**src/rtl/pooling_pkg.sv**
```systemverilog
// Shared constants, state encoding and sizing helper for the pooling datapath.
package pooling_pkg;

    localparam int unsigned DATA_WIDTH_DEFAULT = 32;
    localparam logic [31:0] FLOAT32_NEG_INF    = 32'hff80_0000;

    typedef enum logic [1:0] {StIdle, StCmp, StMerge} state_e;

    // Bits needed to hold the value n itself, so an index port can express
    // out-of-range values such as n; never less than 1.
    function automatic int unsigned logb2(input int unsigned n);
        int unsigned bits;
        bits = 0;
        for (int i = 0; i < 32; i++) begin
            if ((n >> i) != 0) bits = i + 1;
        end
        return (bits == 0) ? 1 : bits;
    endfunction

endpackage

```
**src/rtl/floating_comparator_sim.sv**
```systemverilog
// IEEE float32 greater-than comparator; +0 and -0 compare equal.
module floating_comparator_sim #(
    parameter int unsigned DATA_WIDTH = 32
) (
    input  logic [DATA_WIDTH-1:0] a,
    input  logic [DATA_WIDTH-1:0] b,
    output logic                  a_gt_b
);

    localparam int unsigned EW = 8;
    localparam int unsigned MW = DATA_WIDTH - 1 - EW;

    logic a_nan;
    logic b_nan;
    logic both_zero;

    assign a_nan     = (&a[DATA_WIDTH-2 -: EW]) && (|a[MW-1:0]);
    assign b_nan     = (&b[DATA_WIDTH-2 -: EW]) && (|b[MW-1:0]);
    assign both_zero = (a[DATA_WIDTH-2:0] == '0) && (b[DATA_WIDTH-2:0] == '0);

    // Unordered (NaN) operands report not-greater, so a max built on this picks b.
    always_comb begin
        a_gt_b = 1'b0;
        if (a_nan || b_nan || both_zero) begin
            a_gt_b = 1'b0;
        end else if (a[DATA_WIDTH-1] != b[DATA_WIDTH-1]) begin
            a_gt_b = b[DATA_WIDTH-1];
        end else if (!a[DATA_WIDTH-1]) begin
            a_gt_b = a[DATA_WIDTH-2:0] > b[DATA_WIDTH-2:0];
        end else begin
            a_gt_b = a[DATA_WIDTH-2:0] < b[DATA_WIDTH-2:0];
        end
    end

endmodule

```
**src/rtl/max_pool_window_unit.sv**
```systemverilog
// Max-pooling window unit: reduces one row segment per beat through a shared comparator,
// then merges rows vertically in a per-feature partial-max bank.
module max_pool_window_unit
    import pooling_pkg::*;
#(
    parameter int unsigned DATA_WIDTH    = DATA_WIDTH_DEFAULT,
    parameter int unsigned KERNEL_SIZE   = 2,
    parameter int unsigned INPUT_SIZE    = 6,
    parameter int unsigned TOTAL_FEATURE = 4,
    localparam int unsigned FW = logb2(TOTAL_FEATURE),
    localparam int unsigned RW = logb2(INPUT_SIZE)
) (
    input  logic                              clk,
    input  logic                              rst_n,
    input  logic                              clear,
    input  logic [KERNEL_SIZE*DATA_WIDTH-1:0] data_in,
    input  logic [FW-1:0]                     feature_idx,
    input  logic [RW-1:0]                     feature_row,
    input  logic                              input_valid,
    output logic                              input_ready,
    output logic                              output_valid,
    output logic [DATA_WIDTH-1:0]             data_out,
    output logic [FW-1:0]                     out_feature_idx,
    output logic [RW-1:0]                     out_row,
    output logic                              err
);

    localparam int unsigned CW         = logb2(KERNEL_SIZE);
    localparam int unsigned VALID_ROWS = (INPUT_SIZE / KERNEL_SIZE) * KERNEL_SIZE;
    localparam logic [DATA_WIDTH-1:0] NEG_INF  = DATA_WIDTH'(FLOAT32_NEG_INF);
    localparam logic [CW-1:0]         LAST_CNT = CW'(KERNEL_SIZE - 1);

    state_e                st_q, st_d;
    logic [DATA_WIDTH-1:0] seg_q [KERNEL_SIZE];
    logic [DATA_WIDTH-1:0] partial_q [TOTAL_FEATURE];
    logic [DATA_WIDTH-1:0] acc_q, data_out_q;
    logic [FW-1:0]         fidx_q, out_fidx_q;
    logic [RW-1:0]         row_q, out_row_q;
    logic [CW-1:0]         cnt_q;
    logic                  discard_q, out_valid_q, err_q;

    logic                  accept, bad_idx, bad_row, acc_gt, row_first, row_last;
    logic [DATA_WIDTH-1:0] seg_sel, part_sel, cmp_b, max_val;
    logic [31:0]           row_mod;

    assign accept    = input_valid && input_ready;
    assign bad_idx   = 32'(feature_idx) >= TOTAL_FEATURE;
    assign bad_row   = 32'(feature_row) >= VALID_ROWS;
    assign row_mod   = 32'(row_q) % KERNEL_SIZE;
    assign row_first = row_mod == 0;
    assign row_last  = row_mod == KERNEL_SIZE - 1;

    always_comb begin
        seg_sel = seg_q[0];
        for (int i = 0; i < KERNEL_SIZE; i++) begin
            if (cnt_q == CW'(i)) seg_sel = seg_q[i];
        end
        part_sel = NEG_INF;
        for (int i = 0; i < TOTAL_FEATURE; i++) begin
            if (fidx_q == FW'(i)) part_sel = partial_q[i];
        end
    end

    // Single shared comparator: horizontal element in CMP, stored partial in MERGE.
    assign cmp_b   = (st_q == StMerge) ? part_sel : seg_sel;
    assign max_val = acc_gt ? acc_q : cmp_b;

    floating_comparator_sim #(
        .DATA_WIDTH(DATA_WIDTH)
    ) u_cmp (
        .a     (acc_q),
        .b     (cmp_b),
        .a_gt_b(acc_gt)
    );

    always_ff @(posedge clk or negedge rst_n) begin
        if (!rst_n) st_q <= StIdle;
        else        st_q <= st_d;
    end

    always_comb begin
        st_d = st_q;
        if (clear) begin
            st_d = StIdle;
        end else begin
            case (st_q)
                StIdle:  if (accept) st_d = (KERNEL_SIZE == 1) ? StMerge : StCmp;
                StCmp:   if (cnt_q == LAST_CNT) st_d = StMerge;
                StMerge: st_d = StIdle;
                default: st_d = StIdle;
            endcase
        end
    end

    always_ff @(posedge clk or negedge rst_n) begin
        if (!rst_n) begin
            for (int i = 0; i < KERNEL_SIZE; i++) seg_q[i] <= '0;
            for (int i = 0; i < TOTAL_FEATURE; i++) partial_q[i] <= NEG_INF;
            acc_q       <= '0;
            fidx_q      <= '0;
            row_q       <= '0;
            cnt_q       <= '0;
            discard_q   <= 1'b0;
            out_valid_q <= 1'b0;
            data_out_q  <= '0;
            out_fidx_q  <= '0;
            out_row_q   <= '0;
            err_q       <= 1'b0;
        end else begin
            out_valid_q <= 1'b0;
            data_out_q  <= '0;
            if (clear) begin
                for (int i = 0; i < TOTAL_FEATURE; i++) partial_q[i] <= NEG_INF;
            end else begin
                case (st_q)
                    StIdle: begin
                        if (accept) begin
                            for (int i = 0; i < KERNEL_SIZE; i++) begin
                                seg_q[i] <= data_in[(KERNEL_SIZE-1-i)*DATA_WIDTH +: DATA_WIDTH];
                            end
                            acc_q     <= data_in[KERNEL_SIZE*DATA_WIDTH-1 -: DATA_WIDTH];
                            fidx_q    <= feature_idx;
                            row_q     <= feature_row;
                            cnt_q     <= CW'(1);
                            discard_q <= bad_idx || bad_row;
                            if (bad_idx) err_q <= 1'b1;
                        end
                    end
                    StCmp: begin
                        acc_q <= max_val;
                        cnt_q <= cnt_q + CW'(1);
                    end
                    StMerge: begin
                        if (!discard_q) begin
                            for (int i = 0; i < TOTAL_FEATURE; i++) begin
                                if (fidx_q == FW'(i)) begin
                                    if (row_last)       partial_q[i] <= NEG_INF;
                                    else if (row_first) partial_q[i] <= acc_q;
                                    else                partial_q[i] <= max_val;
                                end
                            end
                            if (row_last) begin
                                out_valid_q <= 1'b1;
                                data_out_q  <= max_val;
                                out_fidx_q  <= fidx_q;
                                out_row_q   <= RW'(32'(row_q) / KERNEL_SIZE);
                            end
                        end
                    end
                    default: ;
                endcase
            end
        end
    end

    always_comb begin
        input_ready     = rst_n && !clear && (st_q == StIdle);
        output_valid    = out_valid_q;
        data_out        = data_out_q;
        out_feature_idx = out_fidx_q;
        out_row         = out_row_q;
        err             = err_q;
    end

endmodule

```
**config.mk**
```make
export PLATFORM = sky130hd
export DESIGN_NAME = max_pool_window_unit
export DESIGN_NICKNAME = d
export VERILOG_FILES = /design/src/rtl/pooling_pkg.sv /design/src/rtl/floating_comparator_sim.sv /design/src/rtl/max_pool_window_unit.sv
export SDC_FILE = /design/constraint.sdc
export NUM_CORES = 1
export LEC_CHECK = 0
export CAP_MARGIN = 10
export CORE_ASPECT_RATIO = 2
export CORE_MARGIN = 2
export CORE_UTILIZATION = 50
export DETAILED_ROUTE_END_ITERATION = 10
export PLACE_DENSITY = 0.68
export SLEW_MARGIN = 5
export SYNTH_ARGS = -nofsm -noshare
export SYNTH_HDL_FRONTEND = slang
export SYNTH_HIERARCHICAL = 1
export SYNTH_SLANG_ARGS = --single-unit
```
**constraint.sdc**
```tcl
create_clock -name clk -period 12.1 [get_ports clk]
set_input_delay 2.42 -clock clk [delete_from_list [all_inputs] [get_ports clk]]
set_output_delay 2.42 -clock clk [all_outputs]
set_load 0.05 [all_outputs]
```
==> flow_summary.toml, run 1 <==
[setup_path]
end_kind = "output port"
worstRegToRegCells = 14
crit_chain = "buf_8, nor4b_4, clkdlybuf4s50_1"
endpoint = "input_ready"
crit_required_ns = 9.68
critPathLaunchType = "primary input"
path_depth = 3
worstSetupStartpoint = "rst_n"
r2r_start = "st_q[1]"
critPathTopFamily = "buffers and inverters"
r2r_end = "data_out[28]"
ff2ff_setup_slack_ns = 6.48
worstPathArrival_ns = 4.31
critPathKind = "primary input to output port"
critPathSlowestCell = "clkdlybuf4s50_1"
cp_max_fo = 81
max_stage_delay_ns = 0.89
cp.buffers_inverters = 2

[logic_synthesis]
synthCells = 1245
netlist_area_sq_um = 14800
synth_seq_cells = 274
synth_warnings = 6
async_flop_share = 1.00
synth-main-ff-cell = "dfrtp_1"
synth_area_per_cell_sq_um = 11.9
synth-seq-area-share = 0.467
synth_edf_count = 0
syn_nets = 1351
synth_cell_types = 58

[clock_tree]
htreeDepth = 1
insertion_delay_ns = 0.55
cts_root_buf = "clkbuf_16"
holdBufCountCts = 0
cts_buffers = 26
clk_pin_slew_ns = 0.06
clk_path_buf_depth = 3
cts_setup_buffers = 0
tritoncts = "yes"
cts_resized = 0
cts.sink_count = 274

[sta]
fin_crit_sh = 0.556
rsz0062_at_grt = "no"
worst_slew_pin_slew_ns = 1.15
slew_viol_final = 0
relSlewSlack = 0.230
setup_viol = 0
worst_clock_skew_ns = 0.0256
fmax_ghz = 0.149
finalHoldViolations = 0
post-route-min-period_ns = 6.73
setup_tns_ns = 0

[grt]
antenna_found_initial = 0
grt_pass1_vias = 10073
grt_pass1_wl_um = 55600
grt_max_degree = 125
grt_usage = 0.223
overflow = 0

[route]
vias = 9811
wl_met1_um = 15600
wl_met2_um = 16700
drcViolationCount = 0
route.met3.wl_um = 1180
routed_wl_um = 34600
avgViaCountPerCell = 5.80
wl_per_cell_um = 20.5
drtIter0Drc = 672
top_layer_used = "met4"
ant_nets = 0
first_pass_iters = 5

[placed_design]
dp_hpwl_um = 23200
gp_congestion = 0.877
port_buffers = 113

[worst_hold_path]
min_path_type = "flop to flop"

[power_and_ir_drop]
power.internal_uw = 2020
p_sw_frac = 0.354
clkPwrFrac = 0.276
total_leakage_power_uw = 0.00786
total_power_uw = 3130
p_switching_uw = 1110
sequentialPowerShare = 0.371
comb_power_share = 0.353
vdd_drop_max_mv = 0.149
powerDensity_nw_per_um2 = 184

[cells_and_area]
antenna_cells = 0
layout-drive-gt1-share = 0.230
areaGrowthSynthToFinish_pct = 14.7
nFillCells = 2468
multiInputGateArea_sq_um = 7290
regArea_sq_um = 6900
num-nets-final = 1415

[die]
io_pins = 115
die-height_um = 247
fp.dieW_um = 126
initial_utilization = 0.505
core_area_sq_um = 29300
dieArea_sq_um = 31000
rows = 89

[job]
drv_cap = 0

[outcome]
status = "complete, no violations"
-- sequential cells by signal, summed over array words and instances, names as in the netlist --
name,flops
acc_q,32
out_row,2
partial_q,128
row_q,3
seg_q,64
err,1
st_q,2
fidx_q,3
data_out,32
cnt_q,2
output_valid,1
out_feature_idx,3
discard_q,1
-- synth_stat cells (32+ instances only) --
cell        n  area share
dfrtp_1   238        0.40
mux2i_1   175        0.12
nand2b_1   93       0.039
mux2_2     72       0.055
nand2_1    69       0.018
nor2_1     60       0.015
a21oi_1    45       0.015
buf_2      38       0.013
clkbuf_1   36      0.0091
dfstp_2    36       0.064
mux2_1     36       0.027
inv_1      34      0.0086
ha_1       32       0.027
-- power groups by stage --
stage / combinational, uW / clock, uW / sequential (uW)
6_report: 1100 / 863 / 1160
5_1_grt: 1210 / 918 / 1180
4_1_cts: 1100 / 882 / 1160
3_5_place_dp: 1090 / 0 / 1180
3_3_place_gp: 1060 / 0 / 1170
2_1_floorplan: 831 / 0 / 1140
-- metrics by stage --
stage | utilization | std cells | area, sq um | hold WS, ns | setup slack [ns]
floorplan | - | 1245 | 14800 | 0.459 | 6.52
global placement | 0.548 | 1645 | 16100 | 0.457 | 5.36
detailed placement | 0.548 | 1645 | 16100 | 0.472 | 5.36
CTS | 0.579 | 1692 | 17000 | 0.493 | 5.34
global route | 0.579 | 1692 | 17000 | 0.509 | 5.21
finish | 0.579 | 1692 | 17000 | 0.484 | 5.37
-- worst min path at each step --
stage,start,endpoint,slack [ns],cells past startpoint
global placement,err,err,0.46,1
CTS,err,err,0.49,1
detailed placement,err,err,0.47,1
global route,seg_q[24],seg_q[24],0.51,1
finish,err,err,0.48,1
floorplan,seg_q[0],seg_q[0],0.46,1
-- layout by cell type (no fill, tap or decap), types with 5 or more instances in the layout --
cell type / instances
mux2_1: 36
o22a_1: 21
mux4_2: 9
clkdlybuf4s50_1: 111
a21oi_1: 45
a2bb2oi_2: 30
clkbuf_16: 27
dfstp_2: 36
mux2i_1: 174
nor3_1: 13
nand2b_1: 93
inv_1: 34
a211oi_1: 5
o22ai_1: 11
ha_1: 32
a211oi_2: 20
mux2_2: 72
o22ai_2: 30
nor4_1: 13
nand4_1: 12
or3b_2: 23
nand2_1: 66
nor2_1: 60
buf_4: 18
nor2b_1: 25
dfrtp_1: 237
-- metal layers --
layer	track usage	vias to the layer above
met5	0	-
met4	0.0859	0
met3	0.0232	58
met2	0.363	208
met1	0.308	4977
li1	-	4568
-- layout make-up --
class,instances,area share
flip-flops and latches,274,0.407
well taps,364,0.0269
repair buffers,131,0.0755
clock buffers,34,0.0438
clock inverters,13,0.00959
inverters,34,0.00753
multi-input cells,842,0.430
-- logic make-up (layout without fill, tap and decap cells) --
group / Yosys count / count (layout) / share of synthesized area
fa+ha+maj: 32 / 32 / 0.0271
simple gates: 333 / 333 / 0.128
flops: 274 / 274 / 0.467
other cells: 1 / 1 / 0.000254
compound gates: 184 / 184 / 0.121
mux: 292 / 292 / 0.215
buf+inv: 129 / 212 / 0.0426
Note: power is estimated with default switching activity, not from simulation.
==> run 2: changes to the inputs <==
clock period = 7 ns   (was 12.1 ns; I/O delays follow)
==> flow_summary.toml, run 2 (same netlist as run 1, synthesis figures left out) <==
[outcome]
status = "complete, no violations"

[cells_and_area]
mostFrequentLayoutCells = "dfrtp_1, mux2i_1, clkdlybuf4s50_1"
nFillCells = 2416
final_cell_area_sq_um = 16900
layout_commonest_cell = "dfrtp_1"
multiInputGateArea_sq_um = 7290
antenna_cells = 0
areaGrowthSynthToFinish_pct = 14.5
largest_reg_flops = 128
top_register = "partial_q"
num-nets-final = 1417
reg_top3 = "partial_q x128, seg_q x64"
regArea_sq_um = 6900
layout-drive-gt1-share = 0.227

[sta]
slew_viol_final = 0
fin_hold_ws_ns = 0.480
finalHoldViolations = 0
fmax_ghz = 0.176
fin_crit_sh = 0.811
setup_tns_ns = 0
rsz0062_at_grt = "no"
worst_slew_pin_slew_ns = 1.18
worst_clock_skew_ns = 0.0153
setup_viol = 0
post-route-min-period_ns = 5.68
setup_slack_ns = 1.32
relSlewSlack = 0.210

[clock_tree]
clk_path_buf_depth = 3
cts_buffers = 27
holdBufCountCts = 0
clk_pin_slew_ns = 0.06
tritoncts = "yes"
cts_resized = 0
htreeDepth = 1
cts_root_buf = "clkbuf_16"
insertion_delay_ns = 0.55
cts_setup_buffers = 0
cts.sink_count = 274

[route]
first_pass_iters = 5
wl_per_cell_um = 21.1
avgViaCountPerCell = 5.82
routed_wl_um = 35700
vias = 9853
drcViolationCount = 0
ant_nets = 0
drtIter0Drc = 614

[placed_design]
port_buffers = 113
dp_hpwl_um = 24700
dp_slack_ns = 1.24
place_area_sq_um = 16100
gp_congestion = 0.828

[job]
drv_cap = 0

[die]
rows = 89
core_area_sq_um = 29300
die-height_um = 247
fp.dieW_um = 126
initial_utilization = 0.505
dieArea_sq_um = 31000
io_pins = 115

[setup_path]
crit_required_ns = 7.41
end_kind = "flop"
critPathKind = "flop to flop"
critPathLaunchType = "flop"
worstPathArrival_ns = 6.09
ff2ff_setup_slack_ns = 1.32
cp_max_fo = 38

[grt]
grt_pass1_vias = 10270
grt_pass1_wl_um = 57300
antenna_found_initial = 0
grt_usage = 0.229
grt_max_degree = 158
overflow = 0

[power_and_ir_drop]
total_power_uw = 5360
total_leakage_power_uw = 0.00785
powerDensity_nw_per_um2 = 316
vdd_drop_max_mv = 0.245

[worst_hold_path]
min_path_type = "flop to flop"
run 2: cell count changes in the layout (fill, tap and decap cells not counted), sizes merged:
cell,before,now
clkbuf,34,42
clkinv,8,4
bufinv,3,1
clkinvlp,2,0
buf,20,21
run 2: final timing paths:
check | start | to | cells past startpoint
min reg2reg | err | err | 1
max reg2reg | fidx_q[0] | data_out[27] | 14
max | fidx_q[0] | data_out[27] | 14
max in group asynchronous | rst_n | fidx_q[1] | 2
min in group asynchronous | rst_n | data_out[2] | 1
min | err | err | 1
run 2: worst max-delay path: stages (launching register included):
cell and delay [ns]:
dfrtp_1 0.69, or4b_1 1.05, o22a_1 0.41, nand2_1 0.13, inv_1 0.05, ha_1 0.31, nand4_1 0.16, nor3_1 0.57
o31ai_1 0.16, o211ai_1 0.24, a21oi_1 0.20, mux2i_4 0.55, buf_4 0.46, nand4b_1 0.36, o22ai_1 0.15
run 2: area by class of cell:
cell class | instances | area share
Clock buffer | 42 | 0.0480
Clock inverter | 5 | 0.00288
Inverter | 34 | 0.00754
Multi-Input combinational cell | 842 | 0.431
Sequential cell | 274 | 0.408
Tap cell | 364 | 0.0269
Timing Repair Buffer | 132 | 0.0762
run 2: through the flow:
| step | instances | utilization |
|---|---|---|
| after floorplan | 1245 | - |
| after global placement | 1646 | 0.548 |
| after detailed placement | 1646 | 0.548 |
| after CTS | 1693 | 0.578 |
| after global routing | 1693 | 0.578 |
| final | 1693 | 0.578 |
run 2: report_power, final:
group / internal, uW / switching [uW] / leakage [uW] / total (uW)
clock network: 826 / 607 / 0.000426 / 1430
logic: 848 / 1030 / 0.00399 / 1870
registers: 1780 / 267 / 0.00344 / 2050
total: 3460 / 1900 / 0.00785 / 5360
run 2: routing by layer:
layer  global-route usage  wire (um)  part of all wire
met1                0.329      16500              0.46
met2                0.374      17200              0.48
met3               0.0234       1230             0.034
met4               0.0598        698             0.020
met5                    0          0                 0
